--- src/rtl/cpu_pkg.sv ---
// Shared CPU definitions: multicycle FSM states, opcodes and datapath select encodings.
// Used by the multicycle controller and the single-cycle decoders.
package cpu_pkg;

  typedef enum logic [3:0] {
    FETCH    = 4'd0,
    DECODE   = 4'd1,
    MEMADR   = 4'd2,
    MEMREAD  = 4'd3,
    MEMWB    = 4'd4,
    MEMWRITE = 4'd5,
    EXECR    = 4'd6,
    EXECI    = 4'd7,
    ALUWB    = 4'd8,
    BRANCH   = 4'd9,
    JAL      = 4'd10,
    UPPER    = 4'd11
  } state_t;

  localparam logic [6:0] OP_LOAD   = 7'b0000011;
  localparam logic [6:0] OP_STORE  = 7'b0100011;
  localparam logic [6:0] OP_RTYPE  = 7'b0110011;
  localparam logic [6:0] OP_ITYPE  = 7'b0010011;
  localparam logic [6:0] OP_BRANCH = 7'b1100011;
  localparam logic [6:0] OP_JAL    = 7'b1101111;
  localparam logic [6:0] OP_LUI    = 7'b0110111;
  localparam logic [6:0] OP_AUIPC  = 7'b0010111;

  localparam logic [2:0] ALU_ADD    = 3'b000;
  localparam logic [2:0] ALU_BRANCH = 3'b001;
  localparam logic [2:0] ALU_FUNCT  = 3'b010;
  localparam logic [2:0] ALU_UPPER  = 3'b100;

  localparam logic [2:0] IMM_I = 3'b000;
  localparam logic [2:0] IMM_S = 3'b001;
  localparam logic [2:0] IMM_B = 3'b010;
  localparam logic [2:0] IMM_U = 3'b011;
  localparam logic [2:0] IMM_J = 3'b100;

  localparam logic [1:0] SRCA_PC    = 2'b00;
  localparam logic [1:0] SRCA_OLDPC = 2'b01;
  localparam logic [1:0] SRCA_RS1   = 2'b10;
  localparam logic [1:0] SRCA_ZERO  = 2'b11;

  localparam logic [1:0] SRCB_RS2  = 2'b00;
  localparam logic [1:0] SRCB_IMM  = 2'b01;
  localparam logic [1:0] SRCB_FOUR = 2'b10;

  localparam logic [1:0] RES_ALUOUT    = 2'b00;
  localparam logic [1:0] RES_DATA      = 2'b01;
  localparam logic [1:0] RES_ALURESULT = 2'b10;

endpackage

--- src/rtl/imm_src_decoder.sv ---
// Combinational immediate-format decode from the opcode, independent of FSM state.
module imm_src_decoder
  import cpu_pkg::*;
#(
  parameter int OP_WIDTH      = 7,
  parameter int IMM_SRC_WIDTH = 3
) (
  input  logic [OP_WIDTH-1:0]      op,
  output logic [IMM_SRC_WIDTH-1:0] imm_src
);

  logic [6:0] opc;
  logic [2:0] imm;

  assign opc = 7'(op);

  always_comb begin
    imm = IMM_I;
    case (opc)
      OP_LOAD, OP_ITYPE: imm = IMM_I;
      OP_STORE:          imm = IMM_S;
      OP_BRANCH:         imm = IMM_B;
      OP_LUI, OP_AUIPC:  imm = IMM_U;
      OP_JAL:            imm = IMM_J;
      default:           imm = IMM_I;
    endcase
  end

  assign imm_src = IMM_SRC_WIDTH'(imm);

endmodule

--- src/rtl/multicycle_controller.sv ---
// Multicycle RISC-V control FSM: sequences fetch, decode, memory, ALU and branch steps
// over a unified memory with a handshake, and drives the datapath selects.
module multicycle_controller
  import cpu_pkg::*;
#(
  parameter int IMM_SRC_WIDTH = 3,
  parameter int ALU_OP_WIDTH  = 3,
  parameter int OP_WIDTH      = 7
) (
  input  logic                     clk,
  input  logic                     rst_n,
  input  logic [OP_WIDTH-1:0]      op,
  input  logic                     branch_taken,
  input  logic                     mem_ack,
  output logic                     mem_req,
  output logic                     AdrSrc,
  output logic                     IRWrite,
  output logic                     PCWrite,
  output logic                     MemWrite,
  output logic                     RegWrite,
  output logic [1:0]               ResultSrc,
  output logic [1:0]               ALUSrcA,
  output logic [1:0]               ALUSrcB,
  output logic [ALU_OP_WIDTH-1:0]  ALUOp,
  output logic [IMM_SRC_WIDTH-1:0] ImmSrc,
  output logic                     illegal_op
);

  state_t     state, next_state;
  logic [6:0] opc;
  logic       ack;
  logic       pc_update;
  logic       branch;
  logic [2:0] alu_op;

  assign opc = 7'(op);

  // Masking ack with reset keeps IRWrite/PCWrite/MemWrite low while held in reset.
  assign ack = mem_ack & rst_n;

  always_ff @(posedge clk or negedge rst_n) begin
    if (!rst_n) state <= FETCH;
    else        state <= next_state;
  end

  always_comb begin
    next_state = state;
    mem_req    = 1'b0;
    AdrSrc     = 1'b0;
    IRWrite    = 1'b0;
    MemWrite   = 1'b0;
    RegWrite   = 1'b0;
    ResultSrc  = RES_ALUOUT;
    ALUSrcA    = SRCA_PC;
    ALUSrcB    = SRCB_RS2;
    alu_op     = ALU_ADD;
    pc_update  = 1'b0;
    branch     = 1'b0;
    illegal_op = 1'b0;
    case (state)
      FETCH: begin
        mem_req   = 1'b1;
        ALUSrcB   = SRCB_FOUR;
        ResultSrc = RES_ALURESULT;
        if (ack) begin
          IRWrite    = 1'b1;
          pc_update  = 1'b1;
          next_state = DECODE;
        end
      end
      DECODE: begin
        ALUSrcA = SRCA_OLDPC;
        ALUSrcB = SRCB_IMM;
        case (opc)
          OP_LOAD, OP_STORE: next_state = MEMADR;
          OP_RTYPE:          next_state = EXECR;
          OP_ITYPE:          next_state = EXECI;
          OP_BRANCH:         next_state = BRANCH;
          OP_JAL:            next_state = JAL;
          OP_LUI, OP_AUIPC:  next_state = UPPER;
          default: begin
            illegal_op = 1'b1;
            next_state = FETCH;
          end
        endcase
      end
      MEMADR: begin
        ALUSrcA    = SRCA_RS1;
        ALUSrcB    = SRCB_IMM;
        next_state = (opc == OP_STORE) ? MEMWRITE : MEMREAD;
      end
      MEMREAD: begin
        mem_req = 1'b1;
        AdrSrc  = 1'b1;
        if (ack) next_state = MEMWB;
      end
      MEMWB: begin
        ResultSrc  = RES_DATA;
        RegWrite   = 1'b1;
        next_state = FETCH;
      end
      MEMWRITE: begin
        mem_req  = 1'b1;
        AdrSrc   = 1'b1;
        MemWrite = ack;
        if (ack) next_state = FETCH;
      end
      EXECR: begin
        ALUSrcA    = SRCA_RS1;
        ALUSrcB    = SRCB_RS2;
        alu_op     = ALU_FUNCT;
        next_state = ALUWB;
      end
      EXECI: begin
        ALUSrcA    = SRCA_RS1;
        ALUSrcB    = SRCB_IMM;
        alu_op     = ALU_FUNCT;
        next_state = ALUWB;
      end
      ALUWB: begin
        RegWrite   = 1'b1;
        next_state = FETCH;
      end
      BRANCH: begin
        ALUSrcA    = SRCA_RS1;
        ALUSrcB    = SRCB_RS2;
        alu_op     = ALU_BRANCH;
        branch     = 1'b1;
        next_state = FETCH;
      end
      JAL: begin
        ALUSrcA    = SRCA_OLDPC;
        ALUSrcB    = SRCB_FOUR;
        pc_update  = 1'b1;
        next_state = ALUWB;
      end
      UPPER: begin
        // LUI adds the immediate to zero; AUIPC adds it to the instruction's own PC.
        ALUSrcA    = (opc == OP_LUI) ? SRCA_ZERO : SRCA_OLDPC;
        ALUSrcB    = SRCB_IMM;
        alu_op     = ALU_UPPER;
        next_state = ALUWB;
      end
      default: next_state = FETCH;
    endcase
  end

  assign PCWrite = pc_update | (branch & branch_taken);
  assign ALUOp   = ALU_OP_WIDTH'(alu_op);

  imm_src_decoder #(
    .OP_WIDTH      (OP_WIDTH),
    .IMM_SRC_WIDTH (IMM_SRC_WIDTH)
  ) u_imm_src_decoder (
    .op      (op),
    .imm_src (ImmSrc)
  );

endmodule

--- config.mk ---
export PLATFORM = sky130hd
export DESIGN_NAME = multicycle_controller
export DESIGN_NICKNAME = d
export VERILOG_FILES = /design/src/rtl/cpu_pkg.sv /design/src/rtl/imm_src_decoder.sv /design/src/rtl/multicycle_controller.sv
export SDC_FILE = /design/constraint.sdc
export NUM_CORES = 1
export LEC_CHECK = 0
export BUFFER_PORTS_ARGS = -buffer_cell sky130_fd_sc_hd__buf_4
export CAP_MARGIN = 20
export CELL_PAD_IN_SITES_DETAIL_PLACEMENT = 1
export CELL_PAD_IN_SITES_GLOBAL_PLACEMENT = 1
export CORE_MARGIN = 2
export CORE_UTILIZATION = 33
export CTS_CLUSTER_DIAMETER = 80
export DETAILED_ROUTE_END_ITERATION = 12
export PLACE_DENSITY = 0.93
export RECOVER_POWER = 50
export SYNTH_ARGS = -nofsm -noshare
export SYNTH_HDL_FRONTEND = slang
export SYNTH_SLANG_ARGS = --single-unit
--- constraint.sdc ---
create_clock -name clk -period 3.4 [get_ports clk]
set_input_delay 0 -clock clk [delete_from_list [all_inputs] [get_ports clk]]
set_output_delay 0 -clock clk [all_outputs]
set_load 0.02 [all_outputs]
* Word-level counts from Yosys, hierarchy flattened
Cells that the tools add are included.
Cells by class: bitwise logic cells 3, eq/ne operators 22, reduce and logical (&&, ||, !) cells 14, muxes and demuxes 22
Operator list (number):
- 4-bit one-hot mux with 6 select lines | 2
- 7-bit by 6-bit == test with 1-bit output (second input constant) | 3
- 4-bit by 3-bit == test with 1-bit output (second input constant) | 4
- 4-bit == test (second input constant) | 4
- 7-bit by 5-bit == test with 1-bit output (second input constant) | 2
- 7-bit == test (second input constant) | 2
- 2-bit OR reduction | 7
- 4-bit two-way mux | 3
- 3-bit one-hot mux with 4 select lines | 1
- 4-bit OR reduction | 3
- 1-bit two-way mux | 9
- 3-bit one-hot mux with 3 select lines | 1
- 4-bit by 2-bit == test with 1-bit output (second input constant) | 2
- 2-bit one-hot mux with 2 select lines | 2
- 8-bit OR reduction | 1
- 7-bit by 2-bit == test with 1-bit output (second input constant) | 1
- 2-bit != test (second input constant) | 3
- 2-bit one-hot mux with 3 select lines | 1
- 4-bit by 1-bit == test with 1-bit output (second input constant) | 1
- 4-bit zero test | 1
- 3-bit two-way mux | 1
- 3-bit AND reduction | 1
- 3-bit OR reduction | 1
- 1-bit bitwise AND | 2
- 3 further kinds | 3
Word-level totals: register bits 4, word-level logic and storage cells 62, input port bits 11, output and inout port bits 19

* Longest topological paths before layout
word-level depth 4, gate-level depth with buffers 6, mapped depth without buffers 4

* Hierarchy
From an unflattened synthesis, not the netlist that was laid out.
Second synthesis, totals: cell total of the unflattened synthesis 95, area, all modules 675.6 um^2
Modules (own cells, without submodules):
- multicycle_controller | area an instance 604.3 um^2, sequential area each 100.1 um^2, instances 1, cells an instance 85
- imm_src_decoder | area an instance 71.3 um^2, sequential area each 0.0 um^2, instances 1, cells an instance 10

* Least setup slack after synthesis
No wires, ideal clock.
path kind register -> output, start point register state[1], end point output port IRWrite, data arrival time 1.696 ns, path slack 1.704 ns, stages on the path, launching flop included 4, path buffers 1, data required time 3.400 ns, cells stage by stage dfrtp_1 -> clkbuf_1 -> nor4_1 -> and3_1
On the way: cells in the longest elaborated chain, start to end 2
Ends and longest elaborated chain:
- from (decl) | RTL line multicycle_controller.sv:29 | state_t state, next_state;
- from (signal assigned) | RTL line multicycle_controller.sv:43 | else state <= next_state;
- 4-bit zero test | RTL line multicycle_controller.sv:60 | case (state)
- 1-bit two-way mux | RTL line multicycle_controller.sv:60
- to (decl) | RTL line multicycle_controller.sv:17 | output logic IRWrite,
Every way passes these cells.

* Final worst setup path
start point register state[0], end point output port ALUSrcA[1]
On the way: cells in the longest elaborated chain, start to end 3, elaborated cells on any way between the ends 10, classes of those cells eq/ne: 7; mux: 1; reduce/logical: 2
Ends and longest elaborated chain:
- 4-bit by 3-bit == test with 1-bit output, or another cell as far along | RTL line multicycle_controller.sv:60
- 4-bit OR reduction (no source line) / 2-bit OR reduction (equally long branches)
- 2-bit one-hot mux with 3 select lines (*) | RTL line multicycle_controller.sv:60
- to (decl) | RTL line multicycle_controller.sv:22 | output logic [1:0] ALUSrcA,
Mark *: on every way between the ends. The rest lies on a longest branch, timed or not.

==> impl_metrics.csv <==
group,metric,value,unit
setup_path,path_cells,"nor2b_1 -> nand2_1 -> o21ai_0 -> buf_4",
logic_synthesis,synth_edf_count,0,
setup_path,worstPathRequired,3.40,ns
setup_path,slowest_delay,0.66,ns
route,routed_wl,2130,um
route,via_count,861,
place,post-place-ws,1.70,ns
global_routing,met2_usage,33.3,%
clocking,insertion_delay,0.24,ns
power,total_power,647,uW
route,post_drt_wl_per_cell,14.3,um
global_routing,grt_util_met3,1.54,%
setup_path,critical_path.top_delay_family,"flip-flops",
clocking,htree_levels,1,
route,drt_iter0_drc,18,
logic_synthesis,yosys.area.top_type,"dfrtp_1",
final_layout,top_regs,"state (4)",
clocking,cts_buffer_depth,2,
clocking,cts_resized,0,
route,drcViolationCount,0,
global_routing,top_usage_layer,"met2",
logic_synthesis,ys_warn_count,0,
setup_path,path_buf_inv,1,
logic_synthesis,ys_types,38,
clocking,cts_root_buf,"clkbuf_4",
logic_synthesis,synth_flop_cell,"dfrtp_1",
route,dr.pass1.iters,4,
logic_synthesis,synthesis.nets,110,
logic_synthesis,synth-seq-cells,4,
timing,drv_slew,0,
floorplanning,die_area,0.00238,mm2
global_routing,grt_pass1_vias,816,
run_status,outcome,"finished, final reports clean",
setup_path,cp.arrival,1.94,ns
timing,skew,0.00401,ns
logic_synthesis,synthTopCellsByArea,"dfrtp_1 (15%), nand2b_1 (6.6%), nor3_1 (6.1%)",
final_layout,antenna_cells,0,
global_routing,antenna_found_initial,0,
logic_synthesis,synthArstFlopShare,100,%
final_layout,nNetsFinal,135,
logic_synthesis,synthCells,99,
setup_path,criticalPathCategory,"flip-flop to output port",
timing,worstMarginPinSlew,0.583,ns
clocking,cts_sinks,4,
timing,finalCriticalPeriod,1.94,ns
setup_path,end_kind,"output port",
timing,relSlewSlack,61.1,%
timing,period_share,57.0,%
floorplanning,row_count,16,
power,peakVddDrop,0.271,mV
place,dp_hpwl,1610,um
timing,tns,0,ns
global_routing,grt_pass1_wl,3680,um
setup_path,cpMaxStageDelayCell,"dfrtp_1",
power,powerDensity,750,mW/mm2
final_layout,area_delta_synth_final,30.7,%
place,place.gp.congestion,0.803,
floorplanning,start_util,34.4,%
global_routing,track_usage,19.1,%
setup_path,path_max_fanout,18,
floorplanning,die_x,48.7,um
timing,holdWs,0.0735,ns
logic_synthesis,seq_area_frac_synth,15.2,%
final_layout,regMostFlops,"state",
place,port_buffers,29,
global_routing,grtUsageMet1,23.8,%
logic_synthesis,synth_top_area_share,15.2,%
timing,hold_viol_final,0,
global_routing,overflow,0,
setup_path,startpoint_type,"flip-flop",
final_layout,fillers,275,
final_layout,largest_reg_flops,4,
clocking,clkTransAtPathRegs,0.04,ns
timing,clock.fmax,516,MHz
power,power.leakage,0.000345,uW
final_layout,drive_above_1_share,22.1,%
run,drv_cap,0,
timing,setup_viol,0,
logic_synthesis,ys_top_cells_by_count,"nand2_1 (9), nor2_1 (9), nor3_1 (8)",
clocking,cts_buffers,3,
logic_synthesis,mappedNetlistArea,661,um2
route,via_per_inst,5.78,
min_path,hold_class,"input pin to flip-flop",
global_routing,grt_max_degree,21,
floorplanning,core-area,0.00192,mm2
final_layout,fin_util,44.9,%
timing,setup_ws,1.46,ns
timing,grt_setup_unrepaired,"no",
route,antenna_left,0,
clocking,cts_tree,"done",
logic_synthesis,syn_area_per_cell,6.67,um2
floorplanning,die_y,48.7,um
floorplanning,pin_count,30,
cells in the final DEF, fill, tap and decap left out, types with 2 or more instances in the layout:
| master | Yosys | final |
|---|---|---|
| and3_1 | 3 | 3 |
| nor4_1 | 2 | 2 |
| nor2_1 | 9 | 9 |
| nand2b_1 | 7 | 7 |
| a21oi_1 | 7 | 7 |
| nand3_1 | 3 | 3 |
| o21ai_0 | 4 | 4 |
| a211oi_1 | 2 | 2 |
| nor3_1 | 8 | 8 |
| a31oi_1 | 2 | 2 |
| clkbuf_1 | 4 | 7 |
| buf_4 | 0 | 22 |
| nand3b_1 | 2 | 2 |
| nor2b_1 | 6 | 6 |
| clkbuf_4 | 0 | 3 |
| dfrtp_1 | 4 | 4 |
| nand2_1 | 9 | 9 |
cells by family (layout without fill, tap and decap cells):
group / after synthesis / in the layout / share of synthesized area [%]
simple gates: 55 / 55 / 45.8
compound gates: 27 / 27 / 28.0
buf+inv: 11 / 34 / 8.33
flops: 4 / 4 / 15.2
xor+xnor: 2 / 2 / 2.65
power breakdown:
part	internal [uW]	total (uW)	switching [uW]
Clock	39.8	63.4	23.6
Combinational	184	446	263
Sequential	62.0	137	75.4
Total	285	647	362
timing repair:
item,CTS,global route
setup buffers,0,0
hold buffers,1,0
setup endpoints to repair,0,0
endpoints found under the hold margin,4,0
through the flow:
stage	instances	cell area, um2
after floorplan	99	661
after global placement	145	861
after detailed placement	145	861
after CTS	149	893
after global routing	149	863
final	149	863
layer usage:
metal / share of wire, % / vias up
li1: - / 416
met1: 44 / 400
met2: 47 / 40
met3: 7.1 / 5
met4: 1.8 / 0
met5: 0 / -
path summary, 6_finish.rpt:
| kind | to | start | slack [ns] | cells after the start |
|---|---|---|---|---|
| min reg2reg | state[1] | state[1] | 0.95 | 2 |
| min in group asynchronous | state[3] | rst_n | 0.22 | 2 |
| max | ALUSrcA[1] | state[0] | 1.46 | 4 |
| max in group asynchronous | state[1] | rst_n | 2.87 | 2 |
| min | state[1] | op[0] | 0.07 | 3 |
| max reg2reg | state[0] | state[0] | 1.69 | 3 |
worst register-to-register path: stages (launching register included):
cell	delay, ns
dfrtp_1	0.66
nor2b_1	0.51
nand2b_1	0.12
o311a_1	0.31
final cells by class:
class                   instances  area [um2]  share of cell area, %
clock buffers                   3        22.5                   2.61
inverters                       1        3.75                  0.435
multi-input cells              84         502                   58.1
flip-flops and latches          4         100                   11.6
well taps                      27        33.8                   3.91
repair buffers                 30         201                   23.3
Note: power is estimated with default switching activity, not from simulation.
